`src/rtl/slot_sequencer_pkg.sv`:
```
`default_nettype none
// +----------------------------------------------------------------------+
// | slot_sequencer_pkg : slot status codes and sequencer state encoding  |
// | Revision 1.0                                                         |
// +----------------------------------------------------------------------+
package slot_sequencer_pkg;

  localparam logic [1:0] ST_PEND = 2'd0;
  localparam logic [1:0] ST_RUN  = 2'd1;
  localparam logic [1:0] ST_DONE = 2'd2;
  localparam logic [1:0] ST_ERR  = 2'd3;

  typedef enum logic [2:0] {
    S_IDLE  = 3'd0,
    S_LOAD  = 3'd1,
    S_MARK  = 3'd2,
    S_ISSUE = 3'd3,
    S_WAIT  = 3'd4,
    S_WB    = 3'd5,
    S_NEXT  = 3'd6
  } state_t;

endpackage
`default_nettype wire

```
`src/rtl/dma_cmd_issuer.sv`:
```
`default_nettype none
// +----------------------------------------------------------------------+
// | dma_cmd_issuer : one DMA command with valid/ready hold and done flag  |
// | Revision 1.0                                                         |
// +----------------------------------------------------------------------+
module dma_cmd_issuer #(
  parameter int ADDR_WIDTH = 32,
  parameter int SIZE_WIDTH = 26
) (
  input  logic                  i_clk,
  input  logic                  i_rst_n,
  input  logic                  i_load,
  input  logic [ADDR_WIDTH-1:0] i_addr,
  input  logic [SIZE_WIDTH-1:0] i_size,
  input  logic                  i_ready,
  input  logic                  i_done,
  input  logic                  i_track,
  input  logic                  i_kill,
  output logic                  o_valid,
  output logic [ADDR_WIDTH-1:0] o_addr,
  output logic [SIZE_WIDTH-1:0] o_size,
  output logic                  o_accept_now,
  output logic                  o_done_now
);

  logic                  r_valid;
  logic                  r_acc;
  logic                  r_done;
  logic [ADDR_WIDTH-1:0] r_addr;
  logic [SIZE_WIDTH-1:0] r_size;

  // "now" views fold in the current-cycle handshake so same-cycle events are not lost
  assign o_accept_now = r_acc | (r_valid & i_ready);
  assign o_done_now   = r_done | (i_track & i_done);
  assign o_valid      = r_valid;
  assign o_addr       = r_addr;
  assign o_size       = r_size;

  always_ff @(posedge i_clk or negedge i_rst_n) begin
    if (!i_rst_n) begin
      r_valid <= 1'b0;
      r_acc   <= 1'b0;
      r_done  <= 1'b0;
      r_addr  <= '0;
      r_size  <= '0;
    end else if (i_load) begin
      r_addr  <= i_addr;
      r_size  <= i_size;
      r_valid <= (i_size != '0);
      r_acc   <= (i_size == '0);
      r_done  <= (i_size == '0);
    end else begin
      if (i_kill) begin
        r_valid <= 1'b0;
      end else if (r_valid && i_ready) begin
        r_valid <= 1'b0;
        r_acc   <= 1'b1;
      end
      if (i_track && i_done) begin
        r_done <= 1'b1;
      end
    end
  end

endmodule
`default_nettype wire

```
`src/rtl/slot_sequencer.sv`:
```
`default_nettype none
// +----------------------------------------------------------------------+
// | slot_sequencer : walks slot descriptors, one MM2S/S2MM pair per slot  |
// | Revision 1.0                                                         |
// +----------------------------------------------------------------------+
module slot_sequencer #(
  parameter int NUM_SLOTS       = 4,
  parameter int INPUT_IDX_WIDTH = 2,
  parameter int SRC_ADDR_WIDTH  = 32,
  parameter int SRC_SIZE_WIDTH  = 26,
  parameter int DST_ADDR_WIDTH  = 32,
  parameter int DST_SIZE_WIDTH  = 26,
  parameter int STATUS_WIDTH    = 2,
  parameter int PROFILE_WIDTH   = 32
) (
  input  logic                       i_clk,
  input  logic                       i_rst_n,
  input  logic                       i_start,
  input  logic [INPUT_IDX_WIDTH:0]   i_num_slots,
  input  logic                       i_abort,
  output logic                       o_busy,
  output logic                       o_run_done,
  output logic [INPUT_IDX_WIDTH-1:0] o_slot_idx,
  input  logic [SRC_ADDR_WIDTH-1:0]  i_rd_src_addr,
  input  logic [SRC_SIZE_WIDTH-1:0]  i_rd_src_size,
  input  logic [DST_ADDR_WIDTH-1:0]  i_rd_des_addr,
  input  logic [DST_SIZE_WIDTH-1:0]  i_rd_des_size,
  input  logic [STATUS_WIDTH-1:0]    i_rd_status,
  output logic [STATUS_WIDTH-1:0]    o_wr_status,
  output logic [PROFILE_WIDTH-1:0]   o_wr_profile,
  output logic                       o_set_status,
  output logic                       o_set_profile,
  output logic                       o_mm2s_valid,
  input  logic                       i_mm2s_ready,
  output logic [SRC_ADDR_WIDTH-1:0]  o_mm2s_addr,
  output logic [SRC_SIZE_WIDTH-1:0]  o_mm2s_size,
  output logic                       o_s2mm_valid,
  input  logic                       i_s2mm_ready,
  output logic [DST_ADDR_WIDTH-1:0]  o_s2mm_addr,
  output logic [DST_SIZE_WIDTH-1:0]  o_s2mm_size,
  input  logic                       i_mm2s_done,
  input  logic                       i_s2mm_done,
  input  logic                       i_dma_err
);

  import slot_sequencer_pkg::*;

  localparam logic [INPUT_IDX_WIDTH:0] c_MAX_SLOTS = (INPUT_IDX_WIDTH+1)'(NUM_SLOTS);
  localparam logic [INPUT_IDX_WIDTH:0] c_ONE       = (INPUT_IDX_WIDTH+1)'(1);

  state_t                       r_state;
  logic [INPUT_IDX_WIDTH:0]     r_count;
  logic [INPUT_IDX_WIDTH-1:0]   r_idx;
  logic                         r_busy;
  logic                         r_run_done;
  logic                         r_set_status;
  logic                         r_set_profile;
  logic                         r_err;
  logic [STATUS_WIDTH-1:0]      r_wr_status;
  logic [PROFILE_WIDTH-1:0]     r_prof;
  logic [SRC_ADDR_WIDTH-1:0]    r_src_addr;
  logic [SRC_SIZE_WIDTH-1:0]    r_src_size;
  logic [DST_ADDR_WIDTH-1:0]    r_des_addr;
  logic [DST_SIZE_WIDTH-1:0]    r_des_size;

  logic                         w_track;
  logic                         w_load;
  logic                         w_kill;
  logic                         w_mm_acc;
  logic                         w_s2_acc;
  logic                         w_mm_done;
  logic                         w_s2_done;
  logic                         w_last;
  logic                         w_skip;
  logic [INPUT_IDX_WIDTH:0]     w_count;
  logic [PROFILE_WIDTH-1:0]     w_prof_inc;

  assign w_track    = (r_state == S_ISSUE) || (r_state == S_WAIT);
  assign w_load     = (r_state == S_MARK);
  assign w_kill     = (r_state == S_ISSUE) && i_dma_err;
  assign w_count    = (i_num_slots > c_MAX_SLOTS) ? c_MAX_SLOTS : i_num_slots;
  assign w_last     = ({1'b0, r_idx} + c_ONE) == r_count;
  assign w_skip     = (i_rd_status == STATUS_WIDTH'(ST_DONE)) ||
                      ((i_rd_src_size == '0) && (i_rd_des_size == '0));
  assign w_prof_inc = (r_prof == '1) ? r_prof : r_prof + 1'b1;

  dma_cmd_issuer #(.ADDR_WIDTH(SRC_ADDR_WIDTH), .SIZE_WIDTH(SRC_SIZE_WIDTH)) u_mm2s (
    .i_clk(i_clk), .i_rst_n(i_rst_n), .i_load(w_load),
    .i_addr(r_src_addr), .i_size(r_src_size),
    .i_ready(i_mm2s_ready), .i_done(i_mm2s_done), .i_track(w_track), .i_kill(w_kill),
    .o_valid(o_mm2s_valid), .o_addr(o_mm2s_addr), .o_size(o_mm2s_size),
    .o_accept_now(w_mm_acc), .o_done_now(w_mm_done)
  );

  dma_cmd_issuer #(.ADDR_WIDTH(DST_ADDR_WIDTH), .SIZE_WIDTH(DST_SIZE_WIDTH)) u_s2mm (
    .i_clk(i_clk), .i_rst_n(i_rst_n), .i_load(w_load),
    .i_addr(r_des_addr), .i_size(r_des_size),
    .i_ready(i_s2mm_ready), .i_done(i_s2mm_done), .i_track(w_track), .i_kill(w_kill),
    .o_valid(o_s2mm_valid), .o_addr(o_s2mm_addr), .o_size(o_s2mm_size),
    .o_accept_now(w_s2_acc), .o_done_now(w_s2_done)
  );

  // Strobes are raised on the edge entering MARK/WB so they are visible in those states
  always_ff @(posedge i_clk or negedge i_rst_n) begin
    if (!i_rst_n) begin
      r_state       <= S_IDLE;
      r_count       <= '0;
      r_idx         <= '0;
      r_busy        <= 1'b0;
      r_run_done    <= 1'b0;
      r_set_status  <= 1'b0;
      r_set_profile <= 1'b0;
      r_err         <= 1'b0;
      r_wr_status   <= '0;
      r_prof        <= '0;
      r_src_addr    <= '0;
      r_src_size    <= '0;
      r_des_addr    <= '0;
      r_des_size    <= '0;
    end else begin
      r_run_done    <= 1'b0;
      r_set_status  <= 1'b0;
      r_set_profile <= 1'b0;
      case (r_state)
        S_IDLE: begin
          if (i_start) begin
            if (i_num_slots == '0) begin
              r_run_done <= 1'b1;
            end else begin
              r_count <= w_count;
              r_idx   <= '0;
              r_busy  <= 1'b1;
              r_err   <= 1'b0;
              r_state <= S_LOAD;
            end
          end
        end
        S_LOAD: begin
          r_src_addr <= i_rd_src_addr;
          r_src_size <= i_rd_src_size;
          r_des_addr <= i_rd_des_addr;
          r_des_size <= i_rd_des_size;
          if (w_skip) begin
            r_state <= S_NEXT;
          end else begin
            r_set_status <= 1'b1;
            r_wr_status  <= STATUS_WIDTH'(ST_RUN);
            r_state      <= S_MARK;
          end
        end
        S_MARK: begin
          r_prof  <= '0;
          r_err   <= 1'b0;
          r_state <= S_ISSUE;
        end
        S_ISSUE, S_WAIT: begin
          r_prof <= w_prof_inc;
          if (i_dma_err ||
              ((r_state == S_WAIT) && w_mm_done && w_s2_done)) begin
            r_err         <= i_dma_err;
            r_set_status  <= 1'b1;
            r_set_profile <= 1'b1;
            r_wr_status   <= i_dma_err ? STATUS_WIDTH'(ST_ERR) : STATUS_WIDTH'(ST_DONE);
            r_state       <= S_WB;
          end else if ((r_state == S_ISSUE) && w_mm_acc && w_s2_acc) begin
            r_state <= S_WAIT;
          end
        end
        S_WB: begin
          r_state <= S_NEXT;
        end
        S_NEXT: begin
          if (w_last || i_abort || r_err) begin
            r_busy     <= 1'b0;
            r_run_done <= 1'b1;
            r_state    <= S_IDLE;
          end else begin
            r_idx   <= r_idx + 1'b1;
            r_state <= S_LOAD;
          end
        end
        default: r_state <= S_IDLE;
      endcase
    end
  end

  assign o_busy        = r_busy;
  assign o_run_done    = r_run_done;
  assign o_slot_idx    = r_idx;
  assign o_wr_status   = r_wr_status;
  assign o_wr_profile  = r_prof;
  assign o_set_status  = r_set_status;
  assign o_set_profile = r_set_profile;

endmodule
`default_nettype wire

```
`config.mk`:
```
export PLATFORM = sky130hd
export DESIGN_NAME = slot_sequencer
export DESIGN_NICKNAME = d
export VERILOG_FILES = /design/src/rtl/slot_sequencer_pkg.sv /design/src/rtl/dma_cmd_issuer.sv /design/src/rtl/slot_sequencer.sv
export SDC_FILE = /design/constraint.sdc
export NUM_CORES = 1
export LEC_CHECK = 0
export ABC_AREA = 1
export CAP_MARGIN = 20
export CORE_MARGIN = 5
export CORE_UTILIZATION = 47
export CTS_BUF_LIST = sky130_fd_sc_hd__clkbuf_8 sky130_fd_sc_hd__clkbuf_16
export CTS_CLUSTER_DIAMETER = 100
export DETAILED_ROUTE_END_ITERATION = 8
export GPL_TIMING_DRIVEN = 0
export PLACE_DENSITY = 0.81
export SYNTH_ARGS = -nofsm -noshare
export SYNTH_HDL_FRONTEND = slang
export SYNTH_SLANG_ARGS = --single-unit
```
`constraint.sdc`:
```
create_clock -name i_clk -period 2.7 [get_ports i_clk]
set_input_delay 0.405 -clock i_clk [delete_from_list [all_inputs] [get_ports i_clk]]
set_output_delay 0.405 -clock i_clk [all_outputs]
set_load 0.05 [all_outputs]
```
==> out/metrics.yaml <==
die_x_um: 170.4
initial_core_util_pct: 47.90
fin_crit_ns: 2.336
crit_start: "o_wr_profile[0]"
crit_path_start_kind: "flip-flop"
num_rows: 58
dp_hpwl_mm: 25.89
gr-total-overflow: 0
fmax_mhz: 428.2
yosysSeqAreaShare_pct: 58.95
drt_wl_total_mm: 35.65
synth-seq-cells: 285
powerDensity_nw_per_um2: 1292
synth_fp_nets: 1599
drive_gt1_share_pct: 6.178
slowest_stage: "clkdlybuf4s50_1"
busiest_layer: "met2"
viasPerCell: 5.104
gr-usage-met2_pct: 40.96
arrival_ns: 1.93
grtUsageMet3_pct: 5.970
path_buf_inv: 1
cts_root_buffer: "clkbuf_16"
synthSimpleGateAreaFrac_pct: 28.20
synthCells: 1467
die_height_um: 170.4
cts_setup_buffers: 0
areaGrowthSynthToFinish_pct: 37.42
nNetsFinal: 1921
ctsHtreeMaxLevel: 1
synth_top_cell_area_share_pct: 58.95
synth_top_family_by_area: "simple AND/OR/NAND/NOR gates"
max_slew_margin_pct: 57.80
crit_family: "buffers and inverters"
worstPathCellList: "clkdlybuf4s50_1"
worst_slew_pin_slew_ns: 0.6330
crit_path_max_incr_delay_ns: 0.87
setup_viol: 0
ir_worst_vdd_uv: 772.9
yosysWarningCount: 0
stdcell_area_sq_um: 16620
leakagePower_uw: 0.007906
ys_types: 31
max_cap_violations: 0
synth.area.top_cells: "dfrtp_1, nand2_1, o21ai_0"
synth-xor-area-share_pct: 0.9412
crit_path_end_kind: "output port"
required_ns: 2.30
drc: 0
timing.final.crit_share_pct: 86.50
status: "completed"
grt_pass1_vias: 11020
fin_util_pct: 65.83
yosysTopAreaCell: "dfrtp_1"
cts_buffer_depth: 3
grt_use_total_pct: 24.27
cts_sinks: 285
first_iter_violations: 777
crit_fanout: 9
gp_congestion: 0.9532
io_pins: 288
drt-pass1-iter-count: 5
gr-usage-met1_pct: 31.08
post_dp_cell_area_sq_um: 15440
grt_pass1_wl_mm: 56.79
rr_startpoint: "o_wr_profile[0]"
cts_tree: "yes"
postCtsResizedCells: 0
path_clk_slew_ns: 0.06
slew_violations: 0
insertion_delay_ns: 0.54
synthAdderAreaFrac_pct: 0.2068
ant_nets: 0
synthMuxAreaShare_pct: 0
coreArea_sq_um: 25250
antenna_found_initial: 2
die_area_sq_um: 29050
cts_hold_buf: 1
avgSynthCellArea_sq_um: 8.247
crit_type: "flip-flop to output port"
synth_compound_area_share_pct: 6.185
finClkSkew_ns: 0.009680
hold_class: "input pin to asynchronous set/reset pin"
port_buffers: 287
wl_per_cell_um: 16.63
rsz0062_at_grt: "false"
final_hold_viol_count: 0
syn_area_sq_um: 12100
cts_buffers: 30
vias: 10940
grt_start_max_net_pins: 122
Yosys cell counts:
master,number
nor2_4,1
xnor2_1,5
nand4_1,10
o21ai_0,107
a21oi_4,1
inv_2,7
dfrtp_1,285
a211oi_1,1
and2_0,1
a21oi_1,3
nor2_1,98
a22o_1,2
nand3_2,1
buf_6,2
nor3_1,21
buf_2,32
o22ai_1,4
buf_4,2
clkbuf_1,24
o21ai_2,1
xor2_1,8
nand3_1,57
o21ai_1,23
nand2_1,665
o211ai_1,1
ha_1,2
nor2_2,2
nand2_2,3
inv_1,94
nor4_1,1
nor3_2,3
state kept, by name, indices dropped and copies added, names as in the netlist, 2 cells and up:
| signal | flops |
|---|---|
| o_wr_status | 2 |
| r_src_size | 26 |
| r_des_size | 26 |
| u_s2mm.o_addr | 32 |
| r_des_addr | 32 |
| o_wr_profile | 32 |
| r_count | 3 |
| o_slot_idx | 2 |
| u_s2mm.o_size | 26 |
| u_mm2s.o_size | 26 |
| r_state | 3 |
| r_src_addr | 32 |
| u_mm2s.o_addr | 32 |
placed cells by master (no fill, tap or decap), types with 7 or more instances in the layout:
cell               n
nand3_1           57
nand4_1           10
clkdlybuf4s50_1  286
inv_2              7
dfrtp_1          285
nand2_1          665
clkbuf_8           7
buf_2             32
nor2_1            98
inv_1             96
clkbuf_16         31
xor2_1             8
o21ai_1           23
bufinv_16          8
clkbuf_1          24
o21ai_0          107
nor3_1            21
metrics by stage:
step	setup TNS (ns)	hold WS [ns]	worst slack, ns	instances	total power [uW]
2_1_floorplan	0	0.1094	0.5324	1467	13190
3_3_place_gp	-3056.35	0.4487	-10.75	2084	16470
3_5_place_dp	0	0.3493	0.4907	2086	16720
4_1_cts	0	0.3736	0.3322	2143	21600
5_1_grt	0	0.3935	0.2606	2144	22740
6_report	0	0.3738	0.3645	2144	21470
routing by layer:
metal / vias up / share of wire, %
met3: 74 / 8.2
met2: 422 / 49
met1: 5229 / 40
met5: - / 0.056
li1: 5215 / -
met4: 2 / 3.2
kinds of logic (layout without fill, tap and decap cells):
kind of cell	after synthesis	count (layout)
DFF	285	285
xor gates and xnor gates	13	13
adders and majority gates	2	2
other	0	1
and+or+nand+nor	863	863
AOI/OAI and AO/OA	143	143
buffers and inverters	161	507
cell type report:
class | instances | area [sq um]
fill | 2087 | 8630
sequential | 285 | 7132
multi-input combinational | 1021 | 4299
timing repair buffer | 290 | 2943
clock buffer | 38 | 872.1
tap | 330 | 412.9
inverter | 101 | 379.1
clock inverter | 18 | 296.5
buffer | 60 | 287.8
antenna | 1 | 2.502
power breakdown:
part | internal, uW | switching, uW
sequential | 6090 | 997
clock | 3040 | 1710
combinational | 2950 | 6680
total | 12100 | 9390
path summary, 6_finish.rpt:
kind / endpoint / slack [ns] / cells after the start
worst min register to register: u_s2mm.o_addr[3] / 0.47 / 2
worst max register to register: o_wr_profile[16] / 0.48 / 11
min in group i_clk: r_des_addr[20] / 0.40 / 3
worst min-delay path: o_wr_profile[22] / 0.37 / 2
worst max-delay path: o_wr_profile[0] / 0.36 / 1
max in group asynchronous: r_src_addr[30] / 1.38 / 3
(Power assumes the default switching activity.)
